===== src/rtl/factorial_seq_ctrl_pkg.sv =====
// Shared types and widths for the factorial sequencer and its booth multiplier.
// The booth wrapper reuses op_w/prod_w so the operand widths stay in one place.
package factorial_seq_ctrl_pkg;

    localparam int WIDTH_DEF       = 16;
    localparam int NW_DEF          = 5;
    localparam int MUL_LATENCY_DEF = 18;

    typedef enum logic [2:0] {
        IDLE,
        ISSUE,
        WAIT,
        ACCUM,
        DONE
    } state_t;

    function automatic int op_w(input int w);
        return w + 1;
    endfunction

    function automatic int prod_w(input int w);
        return 2 * (w + 1);
    endfunction

endpackage


===== src/rtl/factorial_seq_ctrl_if.sv =====
// Request/result and booth-operand bundle of the factorial sequencer.
// master is the sequencer side; slave is the requester plus booth unit.
interface factorial_seq_ctrl_if
    import factorial_seq_ctrl_pkg::*;
#(
    parameter int WIDTH = WIDTH_DEF,
    parameter int NW    = NW_DEF
);
    localparam int OW = op_w(WIDTH);
    localparam int PW = prod_w(WIDTH);

    logic             start;
    logic [NW-1:0]    n;
    logic             busy;
    logic             done;
    logic [WIDTH-1:0] result;
    logic             overflow;
    logic [OW-1:0]    mul_a;
    logic [OW-1:0]    mul_b;
    logic [PW-1:0]    mul_p;

    modport master (
        input  start, n, mul_p,
        output busy, done, result, overflow, mul_a, mul_b
    );

    modport slave (
        output start, n, mul_p,
        input  busy, done, result, overflow, mul_a, mul_b
    );

endinterface


===== src/rtl/factorial_lat_cnt.sv =====
// Loadable down-counter; last is high on the final cycle of a count.
// Holds at zero once expired so a stray enable cannot wrap it.
module factorial_lat_cnt #(
    parameter int MAX = 18
) (
    input  logic clk,
    input  logic rst,
    input  logic load,
    input  logic en,
    output logic last
);
    localparam int CW = $clog2(MAX + 1);

    logic [CW-1:0] cnt;

    always_ff @(posedge clk) begin
        if (rst) begin
            cnt <= '0;
        end else if (load) begin
            cnt <= CW'(MAX);
        end else if (en && cnt != '0) begin
            cnt <= cnt - CW'(1);
        end
    end

    assign last = (cnt == CW'(1));

endmodule


===== src/rtl/factorial_seq_ctrl.sv =====
// Sequences acc*i products through an external booth multiplier to form n!.
// Stops early and flags overflow once a product no longer fits WIDTH bits.
module factorial_seq_ctrl
    import factorial_seq_ctrl_pkg::*;
#(
    parameter int WIDTH       = WIDTH_DEF,
    parameter int NW          = NW_DEF,
    parameter int MUL_LATENCY = MUL_LATENCY_DEF
) (
    input logic                  clk,
    input logic                  rst,
    factorial_seq_ctrl_if.master bus
);
    localparam int OW = op_w(WIDTH);
    localparam int PW = prod_w(WIDTH);

    state_t           state;
    state_t           state_nxt;
    logic [NW-1:0]    n_q;
    logic [NW-1:0]    i;
    logic [WIDTH-1:0] acc;
    logic [PW-1:0]    prod;
    logic             prod_ovf;
    logic             cnt_last;

    logic             busy;
    logic             done;
    logic [WIDTH-1:0] result;
    logic             overflow;
    logic [OW-1:0]    mul_a;
    logic [OW-1:0]    mul_b;

    assign prod_ovf = |prod[PW-1:WIDTH];

    factorial_lat_cnt #(
        .MAX (MUL_LATENCY)
    ) u_lat_cnt (
        .clk  (clk),
        .rst  (rst),
        .load (state == ISSUE),
        .en   (state == WAIT),
        .last (cnt_last)
    );

    always_ff @(posedge clk) begin
        if (rst) begin
            state <= IDLE;
        end else begin
            state <= state_nxt;
        end
    end

    always_comb begin
        state_nxt = state;
        unique case (state)
            IDLE: begin
                if (bus.start) begin
                    state_nxt = (bus.n < NW'(2)) ? DONE : ISSUE;
                end
            end
            ISSUE: state_nxt = WAIT;
            WAIT: begin
                if (cnt_last) begin
                    state_nxt = ACCUM;
                end
            end
            ACCUM: begin
                if (prod_ovf || i == n_q) begin
                    state_nxt = DONE;
                end else begin
                    state_nxt = ISSUE;
                end
            end
            DONE:    state_nxt = IDLE;
            default: state_nxt = IDLE;
        endcase
    end

    always_ff @(posedge clk) begin
        if (rst) begin
            busy     <= 1'b0;
            done     <= 1'b0;
            overflow <= 1'b0;
            result   <= WIDTH'(1);
            mul_a    <= '0;
            mul_b    <= '0;
            acc      <= WIDTH'(1);
            i        <= '0;
            n_q      <= '0;
            prod     <= '0;
        end else begin
            done <= 1'b0;
            unique case (state)
                IDLE: begin
                    if (bus.start) begin
                        n_q      <= bus.n;
                        acc      <= WIDTH'(1);
                        i        <= NW'(2);
                        overflow <= 1'b0;
                        busy     <= 1'b1;
                    end
                end
                ISSUE: begin
                    mul_a <= {1'b0, acc};
                    mul_b <= OW'(i);
                end
                WAIT: begin
                    if (cnt_last) begin
                        prod <= bus.mul_p;
                    end
                end
                ACCUM: begin
                    // i only advances when another issue follows
                    if (prod_ovf) begin
                        overflow <= 1'b1;
                    end else begin
                        acc <= prod[WIDTH-1:0];
                        if (i != n_q) begin
                            i <= i + NW'(1);
                        end
                    end
                end
                DONE: begin
                    done   <= 1'b1;
                    result <= acc;
                    busy   <= 1'b0;
                end
                default: ;
            endcase
        end
    end

    assign bus.busy     = busy;
    assign bus.done     = done;
    assign bus.result   = result;
    assign bus.overflow = overflow;
    assign bus.mul_a    = mul_a;
    assign bus.mul_b    = mul_b;

endmodule


===== src/flat_wrapper.sv =====
// flat-port wrapper written by rule: the top's interface ports become plain ports
module factorial_seq_ctrl_flat import factorial_seq_ctrl_pkg::*;
#(
    parameter int WIDTH       = WIDTH_DEF,
    parameter int NW          = NW_DEF,
    parameter int MUL_LATENCY = MUL_LATENCY_DEF
)
  (clk, rst, bus_start, bus_n, bus_mul_p, bus_busy, bus_done, bus_result, bus_overflow, bus_mul_a, bus_mul_b);
  factorial_seq_ctrl_if #(.WIDTH(WIDTH), .NW(NW)) bus_i ();
  input logic clk;
  input logic rst;
  input wire logic [$bits(bus_i.start)-1:0] bus_start;
  input wire logic [$bits(bus_i.n)-1:0] bus_n;
  input wire logic [$bits(bus_i.mul_p)-1:0] bus_mul_p;
  output wire logic [$bits(bus_i.busy)-1:0] bus_busy;
  output wire logic [$bits(bus_i.done)-1:0] bus_done;
  output wire logic [$bits(bus_i.result)-1:0] bus_result;
  output wire logic [$bits(bus_i.overflow)-1:0] bus_overflow;
  output wire logic [$bits(bus_i.mul_a)-1:0] bus_mul_a;
  output wire logic [$bits(bus_i.mul_b)-1:0] bus_mul_b;
  assign bus_i.start = bus_start;
  assign bus_i.n = bus_n;
  assign bus_i.mul_p = bus_mul_p;
  assign bus_busy = bus_i.busy;
  assign bus_done = bus_i.done;
  assign bus_result = bus_i.result;
  assign bus_overflow = bus_i.overflow;
  assign bus_mul_a = bus_i.mul_a;
  assign bus_mul_b = bus_i.mul_b;
  factorial_seq_ctrl #(.WIDTH(WIDTH), .NW(NW), .MUL_LATENCY(MUL_LATENCY)) u_core (.clk(clk), .rst(rst), .bus(bus_i));
endmodule

===== config.mk =====
export PLATFORM = sky130hd
export DESIGN_NAME = factorial_seq_ctrl_flat
export DESIGN_NICKNAME = d
export VERILOG_FILES = /design/src/rtl/factorial_seq_ctrl_pkg.sv /design/src/rtl/factorial_seq_ctrl_if.sv /design/src/rtl/factorial_lat_cnt.sv /design/src/rtl/factorial_seq_ctrl.sv /design/src/flat_wrapper.sv
export SDC_FILE = /design/constraint.sdc
export NUM_CORES = 1
export LEC_CHECK = 0
export CAP_MARGIN = 10
export CELL_PAD_IN_SITES_DETAIL_PLACEMENT = 0
export CELL_PAD_IN_SITES_GLOBAL_PLACEMENT = 2
export CORE_ASPECT_RATIO = 0.6
export CORE_MARGIN = 2
export CORE_UTILIZATION = 28
export CTS_CLUSTER_DIAMETER = 80
export DETAILED_ROUTE_END_ITERATION = 6
export GPL_TIMING_DRIVEN = 0
export HOLD_SLACK_MARGIN = 0.12
export PLACE_DENSITY_LB_ADDON = 0.1
export SYNTH_ARGS = -nofsm -noshare
export SYNTH_HDL_FRONTEND = slang
export SYNTH_SLANG_ARGS = --single-unit
export TNS_END_PERCENT = 10

===== constraint.sdc =====
create_clock -name clk -period 1.87 [get_ports clk]
set_clock_uncertainty 0.05 [all_clocks]
set_input_delay 0.2805 -clock clk [delete_from_list [all_inputs] [get_ports clk]]
set_output_delay 0.2805 -clock clk [all_outputs]
set_load 0.1 [all_outputs]

==> metrics.md, run 1 <==
| Metric | Value |
|---|---|
| Status | complete, no violations |
| Hold WS | 403 ps |
| # rows | 34 |
| Clock transition at path regs | 70 ps |
| Most common cell after layout, fill and taps aside | nand2_1 |
| Antenna diodes | 0 |
| Syn-to-layout area delta | 35.0% |
| Vias in the first global route | roughly 3600 |
| Final setup viols | 0 |
| Area contributors post-synth | dfxtp_1 51%, nand2_1 16%, a21oi_1 11% |
| Slew Limit Headroom | around 37% |
| Die W | 163 µm |
| Crit-path cells | clkdlybuf4s15_1 |
| Cell Area, Synth | about 0.0042 mm² |
| Setup TNS | 0 ps |
| Critical Path RT | 1540 ps |
| Initial DRC count | between 150 and 200 |
| CTS max path bufs | 2 |
| Sequential share of the synthesized area | approximately 50% |
| R2R Path Start | u_core.prod[33] |
| CTS sink cnt | about 110 |
| Setup WS post-layout | 30.9 ps |
| All-Layer GR Usage | between 10% and 20% |
| Largest net degree at the start of global routing | 18 |
| Hold path depth | 2 |
| Area after DPL | 0.00533 mm² |
| Bufs and invs on worst path | 1 |
| Root Buffer | clkbuf_16 |
| Synth unique cells | 39 |
| Top-area cell type share of the netlist area | 51.2% |
| Crit start category | register |
| DRT Pass-1 Iters | 4 |
| Number of hold buffers added after CTS | 0 |
| Detail Route Antenna Nets | 0 |
| Nets | between 600 and 700 |
| Clock latency on the worst-skew pair | ~340 ps |
| Wire per inst | between 10 and 15 µm |
| Worst Setup SP | u_core.bus.mul_a[1] |
| Internal reg-to-reg setup slack | ~70 ps |
| Die height | roughly 99 µm |
| Vias | between 3000 and 4000 |
| Largest stage delay, worst path | around 830 ps |
| Min-Delay Path Class | register to register |
| Layout cell share with drive strength beyond 1 | around 16% |
| Post-route clock period utilization | 98.3% |
| Slew Limit Fails | 0 |
| Avg Inst Size Synth | 7.97 µm² |
| Vias per cell | 4.39 |
| Routability Congestion | 0.766 |
| Hold Startpoint | u_core.bus.mul_a[11] |
| Core footprint | between 0.01 and 0.015 mm² |
| Pre-CTS setup slack | -278 ps |
| CP top delay family | buffers and inverters |
| Crit end category | primary output |
| Yosys reg bits | roughly 110 |
| Endpoints failing hold | 0 |
| Synth area leader | dfxtp_1 |
| GRT Residual Overflow | 0 |
| Yosys warns | 0 |
| Reg2Reg Depth | 6 |
| CTS tree | built |
| # IOs | 95 |
| Tmin final | 1840 ps |
| Worst Max-Slew Pin Slew | 956 ps |
| FMAX | approximately 0.54 GHz |
| Global-route wire length before repair | slightly below 20000 µm |
| Post-DP HPWL | approximately 9200 µm |
| Slowest CP cell | clkdlybuf4s15_1 |
| Cell depth of the worst setup path | 1 |
| RSZ-0062 raised after global routing | true |
| Post-Layout Cell Count | around 840 |
| PD cells | 903 mW/mm² |
| CTS buffer count | 9 |
| Initial antenna violation count | 0 |
| Post-route cell area | ~0.0057 mm² |
| Max cap viols | 0 |
| IO Port Bufs | just over 80 |
| Crit path kind | register to primary output |
| # H-tree levels | 3 |
| Die ar. | around 0.016 mm² |
| Mapped Cells | between 500 and 600 |
| Crit path DAT | between 1500 and 2000 ps |
| Routed Wire Length | 12300 µm |
| Crit Path Max Fanout | 2 |
| Pleak | 2.10 nW |
| Placed Cells | 821 |
| Worst VDD drop | about 0.44 mV |
| Drt drc | 0 |
| Starting density of the core | between 20% and 30% |
| Most frequent cells in the layout | 178 x nand2_1, 106 x dfxtp_1, 97 x a21oi_1 |
## sequential cells by signal, indices dropped and copies added, names as in the netlist
signal	flops
u_core.acc	16
u_core.bus.busy	1
u_core.bus.done	1
u_core.bus.mul_a	16
u_core.bus.mul_b	5
u_core.bus.overflow	1
u_core.bus.result	16
u_core.i	5
u_core.n_q	5
u_core.prod	34
u_core.state	3
u_core.u_lat_cnt.cnt	5
## layer usage
| layer | vias to the layer above | part of all wire [%] | GRT usage [%] | routed length, µm |
|---|---|---|---|---|
| met5 | - | 0 | 0 | 0 |
| met4 | 0 | 0.50 | 2.65 | 61 |
| met3 | 6 | 4.9 | 3.79 | 600 |
| met2 | 83 | 35 | 20.6 | 4350 |
| met1 | 1676 | 59 | 25.4 | 7280 |
| li1 | 1934 | - | - | - |
## Yosys cell counts, drive strengths merged
| master | n |
|---|---|
| a211oi | 1 |
| a21oi | 97 |
| a31o | 2 |
| a31oi | 1 |
| and2 | 2 |
| and3 | 2 |
| and4b | 1 |
| buf | 28 |
| clkbuf | 20 |
| conb | 1 |
| dfxtp | 108 |
| ha | 3 |
| inv | 5 |
| mux2i | 2 |
| nand2 | 179 |
| nand3 | 20 |
| nand3b | 1 |
| nand4 | 1 |
| nor2 | 13 |
| nor2b | 2 |
| nor3 | 11 |
| nor3b | 2 |
| nor4 | 6 |
| nor4b | 2 |
| o21a | 3 |
| o21ai | 4 |
| or3 | 2 |
| or3b | 2 |
| xnor2 | 6 |
| xor2 | 3 |
## kinds of logic after synthesis
kind of cell / Yosys count / synth area share, %
adders and majority gates: 3 / 0.889
muxes: 2 / 0.474
and+or+nand+nor: 246 / 25.5
AOI/OAI and AO/OA: 108 / 13.3
other: 1 / 0.0888
buffers and inverters: 53 / 6.69
DFF: 108 / 51.2
xor gates and xnor gates: 9 / 1.87
## worst paths after layout
check	end
worst min-delay path	u_core.bus.mul_a[11]
worst min register to register	u_core.bus.mul_a[11]
worst max register to register	u_core.acc[7]
worst max-delay path	bus_mul_a[1]
## through the flow
step	power [mW]	utilization, %
2_1_floorplan	2.97	-
3_3_place_gp	3.21	36.4
3_5_place_dp	3.22	36.4
4_1_cts	5.17	38.7
5_1_grt	5.34	39.0
6_report	5.15	39.0
## layout make-up
type	instances	area, µm²
Timing Repair Buffer	87	774
Buffer	47	272
Sequential cell	108	2160
Multi-Input combinational cell	381	1920
Tap cell	198	248
Fill cell	1563	8930
Inverter	5	18.8
Clock inverter	5	60.1
Clock buffer	11	243
## repair_timing
item                       in CTS  in global routing
resized for setup              94                 49
setup buffers                   0                  6
pin swaps                       1                  5
setup endpoints to repair     106                101
## power by group
part	total (mW)	switching, mW	internal, mW
Combinational	0.802	0.535	0.267
Sequential	2.40	0.0480	2.35
Clock	1.95	0.865	1.08
No activity file was read; power rests on OpenSTA's default activity.
==> run 2, diff against run 1 <==
Settings changed: GPL_TIMING_DRIVEN 0 to not set.
==> run 2 against run 1 <==
  * Non-clock buffer count shrank 29
  * Die area unchanged
  * Sequential share of layout area grew 1.0 points
  * Count of clock-buffer cells in the layout is 1 lower
  * Via count shrank 1.9%
  * Sequential power is essentially flat
  * Flip-flop and latch count stayed put
  * Critical endpoint is now u_core.i[0]
  * Largest power group unchanged
==> metrics.md, run 2 (synthesis results as in run 1) <==
| Metric | Value |
|---|---|
| Final Util | ~38% |
| Pre-CTS setup slack | about 36 ps |
| Vias per cell | 4.46 |
| Bufs and invs on worst path | 2 |
| Number of hold buffers added after CTS | 0 |
| FMAX | roughly 0.57 GHz |
| Clock transition at path regs | approximately 80 ps |
| Most common cell after layout, fill and taps aside | nand2_1 |
| Die ar. | about 0.016 mm² |
| Status | complete, no violations |
| Vias in the first global route | about 3500 |
| Max cap viols | 0 |
| IO Port Bufs | 81 |
| Worst VDD drop | about 0.45 mV |
| Root Buffer | clkbuf_16 |
| Vias | 3630 |
| Drt drc | 0 |
| Crit path DAT | between 1500 and 2000 ps |
| Die W | 163 µm |
| CTS sink cnt | around 110 |
| Tmin final | 1760 ps |
| Multi-input logic area | ~0.0019 mm² |
| Max reg flops | 34 |
| Crit-path cells | nor4_4, nand2_1, buf_4, nor3_1, buf_4, nand2_1, a31o_1 |
| Routability Congestion | 0.736 |
| Initial DRC count | between 150 and 200 |
| # rows | 34 |
| Slowest CP cell | dfxtp_1 |
| Core footprint | ~0.015 mm² |
| Worst Max-Slew Pin Slew | between 600 and 700 ps |
| RSZ-0062 raised after global routing | true |
| Largest stage delay, worst path | between 300 and 400 ps |
| Post-route cell area | between 0.005 and 0.006 mm² |
| Endpoints failing hold | 0 |
| Pleak | a little over 2 nW |
| Global-route wire length before repair | roughly 19000 µm |
| Area after DPL | roughly 0.0052 mm² |
| GRT Residual Overflow | 0 |
| Nets | 655 |
| Reg area | ~0.0022 mm² |
| Most flop-heavy register | u_core.prod |
| PD cells | between 900 and 1000 mW/mm² |
| Die height | roughly 99 µm |
| Antenna diodes | 0 |
| Slew Limit Headroom | between 50% and 60% |
| Detail Route Antenna Nets | 0 |
| Routed Wire Length | 11600 µm |
| All-Layer GR Usage | roughly 15% |
| Final setup viols | 0 |
| Syn-to-layout area delta | 31.3% |
| # H-tree levels | 3 |
| CTS max path bufs | 2 |
| Crit path kind | register to register |
| Critical Path RT | between 2000 and 2500 ps |
| Clock latency on the worst-skew pair | between 300 and 400 ps |
| Crit Path Max Fanout | 5 |
| Post-DP HPWL | roughly 8200 µm |
| Fill count | roughly 1500 |
| Crit end category | register |
| DRT Pass-1 Iters | 4 |
| Most frequent cells in the layout | 179 x nand2_1, 108 x dfxtp_1, 97 x a21oi_1 |
| Setup bufs post-CTS | 0 |
| Setup WS post-layout | approximately 110 ps |
| Layout cell share with drive strength beyond 1 | approximately 15% |
| # IOs | 95 |
| Starting density of the core | 28.9% |
| Post-route clock period utilization | between 90% and 100% |
| CP top delay family | simple AND/OR/NAND/NOR gates |
| Post-CTS Resized | 0 |
| Wire per inst | between 10 and 15 µm |
| CTS tree | built |
| Slew Limit Fails | 0 |
| Min-Delay Path Class | primary input to register |
| Initial antenna violation count | 0 |
| Largest net degree at the start of global routing | 40 |
| Crit start category | register |
| CTS buffer count | 9 |
## run 2: changes by cell type in the layout (fill, tap and decap cells not counted), sizes merged
cell,before,now
clkbuf,51,10
buf,32,65
inv,6,7
clkdlybuf4s50,41,40
dlygate4sd2,1,0
clkdlybuf4s15,20,0
## run 2: layer usage
layer,part of all wire [%],wire (µm),global-route usage [%],up-vias
met2,36,4180,20.0,91
met1,58,6750,24.1,1655
met4,0.43,50,2.86,0
li1,-,-,-,1880
met5,0,0,0,-
met3,5.3,619,3.79,4
## run 2: where the power goes
part / total, mW / internal [mW] / switching, mW
sequential: 2.41 / 2.35 / 0.0557
clock: 1.94 / 1.05 / 0.882
combinational: 0.746 / 0.240 / 0.506
total: 5.09 / 3.64 / 1.44
## run 2: final timing paths
path,start,end,slack [ps],cells past startpoint
min,rst,u_core.bus.mul_a[8],210,2
max,u_core.prod[24],u_core.i[0],110,7
max reg2reg,u_core.prod[24],u_core.i[0],110,7
min reg2reg,u_core.bus.mul_a[13],u_core.bus.mul_a[13],410,2
## run 2: layout make-up
| cell class | count | share of cell area (%) |
|---|---|---|
| Sequential cell | 108 | 39.0 |
| Clock buffer | 10 | 4.13 |
| Timing Repair Buffer | 105 | 17.4 |
| Tap cell | 198 | 4.47 |
| Clock inverter | 6 | 1.29 |
| Multi-Input combinational cell | 381 | 33.4 |
| Inverter | 5 | 0.339 |
## run 2: worst register-to-register path, stage by stage (launching register included)
cell and delay [ps]:
dfxtp_1 340, nor4_4 280, nand2_1 120, buf_4 170, nor3_1 200, buf_4 170
nand2_1 90, a31o_1 240
## run 2: through the flow
| stage | std cells | setup TNS [ps] | hold slack (ps) | total power [mW] |
|---|---|---|---|---|
| 4_1_cts | 813 | 0 | 198 | 5.14 |
| 6_report | 813 | 0 | 207 | 5.09 |
| 5_1_grt | 813 | -84.9 | 210 | 5.32 |
| 3_5_place_dp | 797 | 0 | 398 | 3.20 |
| 3_3_place_gp | 797 | 0 | 394 | 3.19 |
| 2_1_floorplan | 542 | 0 | 362 | 2.97 |
==> run 3, diff against run 2 <==
--- a/config.mk
+++ b/config.mk
@@ -7,5 +7,5 @@
 export LEC_CHECK = 0
 export CAP_MARGIN = 10
-export CELL_PAD_IN_SITES_DETAIL_PLACEMENT = 0
+export CELL_PAD_IN_SITES_DETAIL_PLACEMENT = 2
 export CELL_PAD_IN_SITES_GLOBAL_PLACEMENT = 2
 export CORE_ASPECT_RATIO = 0.6
==> constraint.sdc (replaced) <==
create_clock -name clk -period 1.87 [get_ports clk]
set_clock_uncertainty 0.05 [all_clocks]
set_input_delay 0.374 -clock clk [delete_from_list [all_inputs] [get_ports clk]]
set_output_delay 0.374 -clock clk [all_outputs]
set_load 0.1 [all_outputs]
==> run 3 against run 2 <==
  * Worst hold slack improved by 180 ps
  * Largest cell class unchanged
  * Final area increased by 9.5%
  * Core utilization increased by 3.6 points
  * Critical path type unchanged
  * Setup slack got worse by 76 ps
  * Critical endpoint is now u_core.i[3]
==> metrics.md, run 3 (synthesis results as in run 1) <==
| Metric | Value |
|---|---|
| Status | complete, no violations |
| PD cells | ~900 mW/mm² |
| Pleak | 2.16 nW |
| Layout cell share with drive strength beyond 1 | between 10% and 20% |
| Core footprint | around 0.015 mm² |
| Bufs and invs on worst path | 1 |
| Routability Congestion | 0.759 |
| Vias per cell | 4.70 |
| CTS sink cnt | about 110 |
| Clock latency on the worst-skew pair | between 300 and 400 ps |
| Global-route wire length before repair | around 23000 µm |
| Routed Wire Length | 14200 µm |
| Root Buffer | clkbuf_16 |
| Die ar. | roughly 0.016 mm² |
| FMAX | approximately 0.55 GHz |
| Worst Max-Slew Pin Slew | ~610 ps |
| Number of hold buffers added after CTS | 0 |
| Slew Limit Headroom | about three fifths |
| Crit start category | register |
| Max cap viols | 0 |
| Drt drc | 0 |
| Min-Delay Path Class | primary input to register |
| Crit end category | register |
| Crit Path Max Fanout | 5 |
| Die height | a little under 100 µm |
| GRT Residual Overflow | 0 |
| Vias in the first global route | approximately 4200 |
| Initial antenna violation count | 0 |
| Slowest CP cell | nor4_2 |
| CP top delay family | simple AND/OR/NAND/NOR gates |
| Critical Path RT | a little over 2000 ps |
| Starting density of the core | 28.9% |
| RSZ-0062 raised after global routing | true |
| Slew Limit Fails | 0 |
| Most used cell along the critical path | nor4_2 |
| Detail Route Antenna Nets | 0 |
| Post-Layout Cell Count | 812 |
| Final setup viols | 0 |
| Crit path kind | register to register |
| Tmin final | around 1800 ps |
| CTS buffer count | 9 |
| Most frequent cells in the layout | 179 x nand2_1, 108 x dfxtp_1, 96 x a21oi_1 |
| Crit-path cells | nor4_2, nand3_2, buf_4, nor4_2, a21oi_1, o21a_1 |
| # rows | 34 |
| Largest stage delay, worst path | 350 ps |
| All-Layer GR Usage | roughly 18% |
| Placed Cells | a little under 800 |
| Final Util | roughly 42% |
| Wire per inst | 17.5 µm |
| Clock transition at path regs | roughly 70 ps |
| Max reg flops | 34 |
| DRT Pass-1 Iters | 4 |
| Largest net degree at the start of global routing | 35 |
| CTS tree | built |
| # IOs | between 90 and 100 |
| Antenna diodes | 0 |
| Setup TNS | 0 ps |
| Post-DP HPWL | around 10000 µm |
| IO Port Bufs | between 80 and 90 |
| Syn-to-layout area delta | 43.8% |
| Fill count | 1631 |
| Worst VDD drop | approximately 0.41 mV |
| CTS max path bufs | 2 |
| Most flop-heavy register | u_core.prod |
| Die W | 163 µm |
| Hold WS | approximately 380 ps |
| Initial DRC count | 75 |
| Nets | between 600 and 700 |
| Most common cell after layout, fill and taps aside | nand2_1 |
| Vias | ~3800 |
| Endpoints failing hold | 0 |
| # H-tree levels | 3 |
| Post-route clock period utilization | 98.0% |
| Crit path DAT | 2020 ps |
[run 3: repair_timing]
| item | in CTS | in global routing |
|---|---|---|
| endpoints found under the setup margin | 1 | 54 |
| gates resized for setup | 1 | 10 |
| setup buffers | 0 | 2 |
| pin swaps | 0 | 4 |
[run 3: worst reg2reg max path, delay by kind of cell, from the launching register on]
family          cells  cell delay, ps
simple gates        3             830
compound gates      2             340
flops               1             320
buf+inv             1             180
[run 3: final cells by class]
class                           count  area, µm²  share of cell area, %
Sequential cell                   108       2160                   35.6
Inverter                            5       18.8                  0.309
Multi-Input combinational cell    381       1890                   31.0
Clock buffer                       10        239                   3.93
Tap cell                          198        248                   4.08
Clock inverter                      6       93.8                   1.55
Timing Repair Buffer              104       1430                   23.5
[run 3: metal layers]
metal / wire, µm / vias to the layer above / global-route usage [%]
met5: 0 / - / 0
met4: 114 / 0 / 3.40
met3: 550 / 11 / 3.92
met2: 6100 / 85 / 29.2
met1: 7450 / 1839 / 26.4
li1: - / 1880 / -
[run 3: path summary, 6_finish.rpt]
| path | start | endpoint | slack (ps) | cells past startpoint |
|---|---|---|---|---|
| setup / recovery | u_core.prod[33] | u_core.i[3] | 40 | 6 |
| hold reg to reg | u_core.prod[9] | u_core.prod[9] | 410 | 2 |
| hold / removal | rst | u_core.n_q[0] | 380 | 2 |
| setup reg to reg | u_core.prod[33] | u_core.i[3] | 40 | 6 |
[run 3: where the power goes]
| group | switching [mW] | internal [mW] |
|---|---|---|
| clock | 0.881 | 1.22 |
| sequential | 0.0688 | 2.35 |
| combinational | 0.536 | 0.288 |
[run 3: through the flow]
step / area (µm²) / setup WS, ps / power [mW]
floorplan: 4270 / 191 / 2.97
global placement: 5660 / -22.9 / 3.23
detailed placement: 5660 / -35.7 / 3.27
CTS: 6000 / 4.76 / 5.38
global route: 6070 / -20.3 / 5.59
finish: 6070 / 37.2 / 5.35
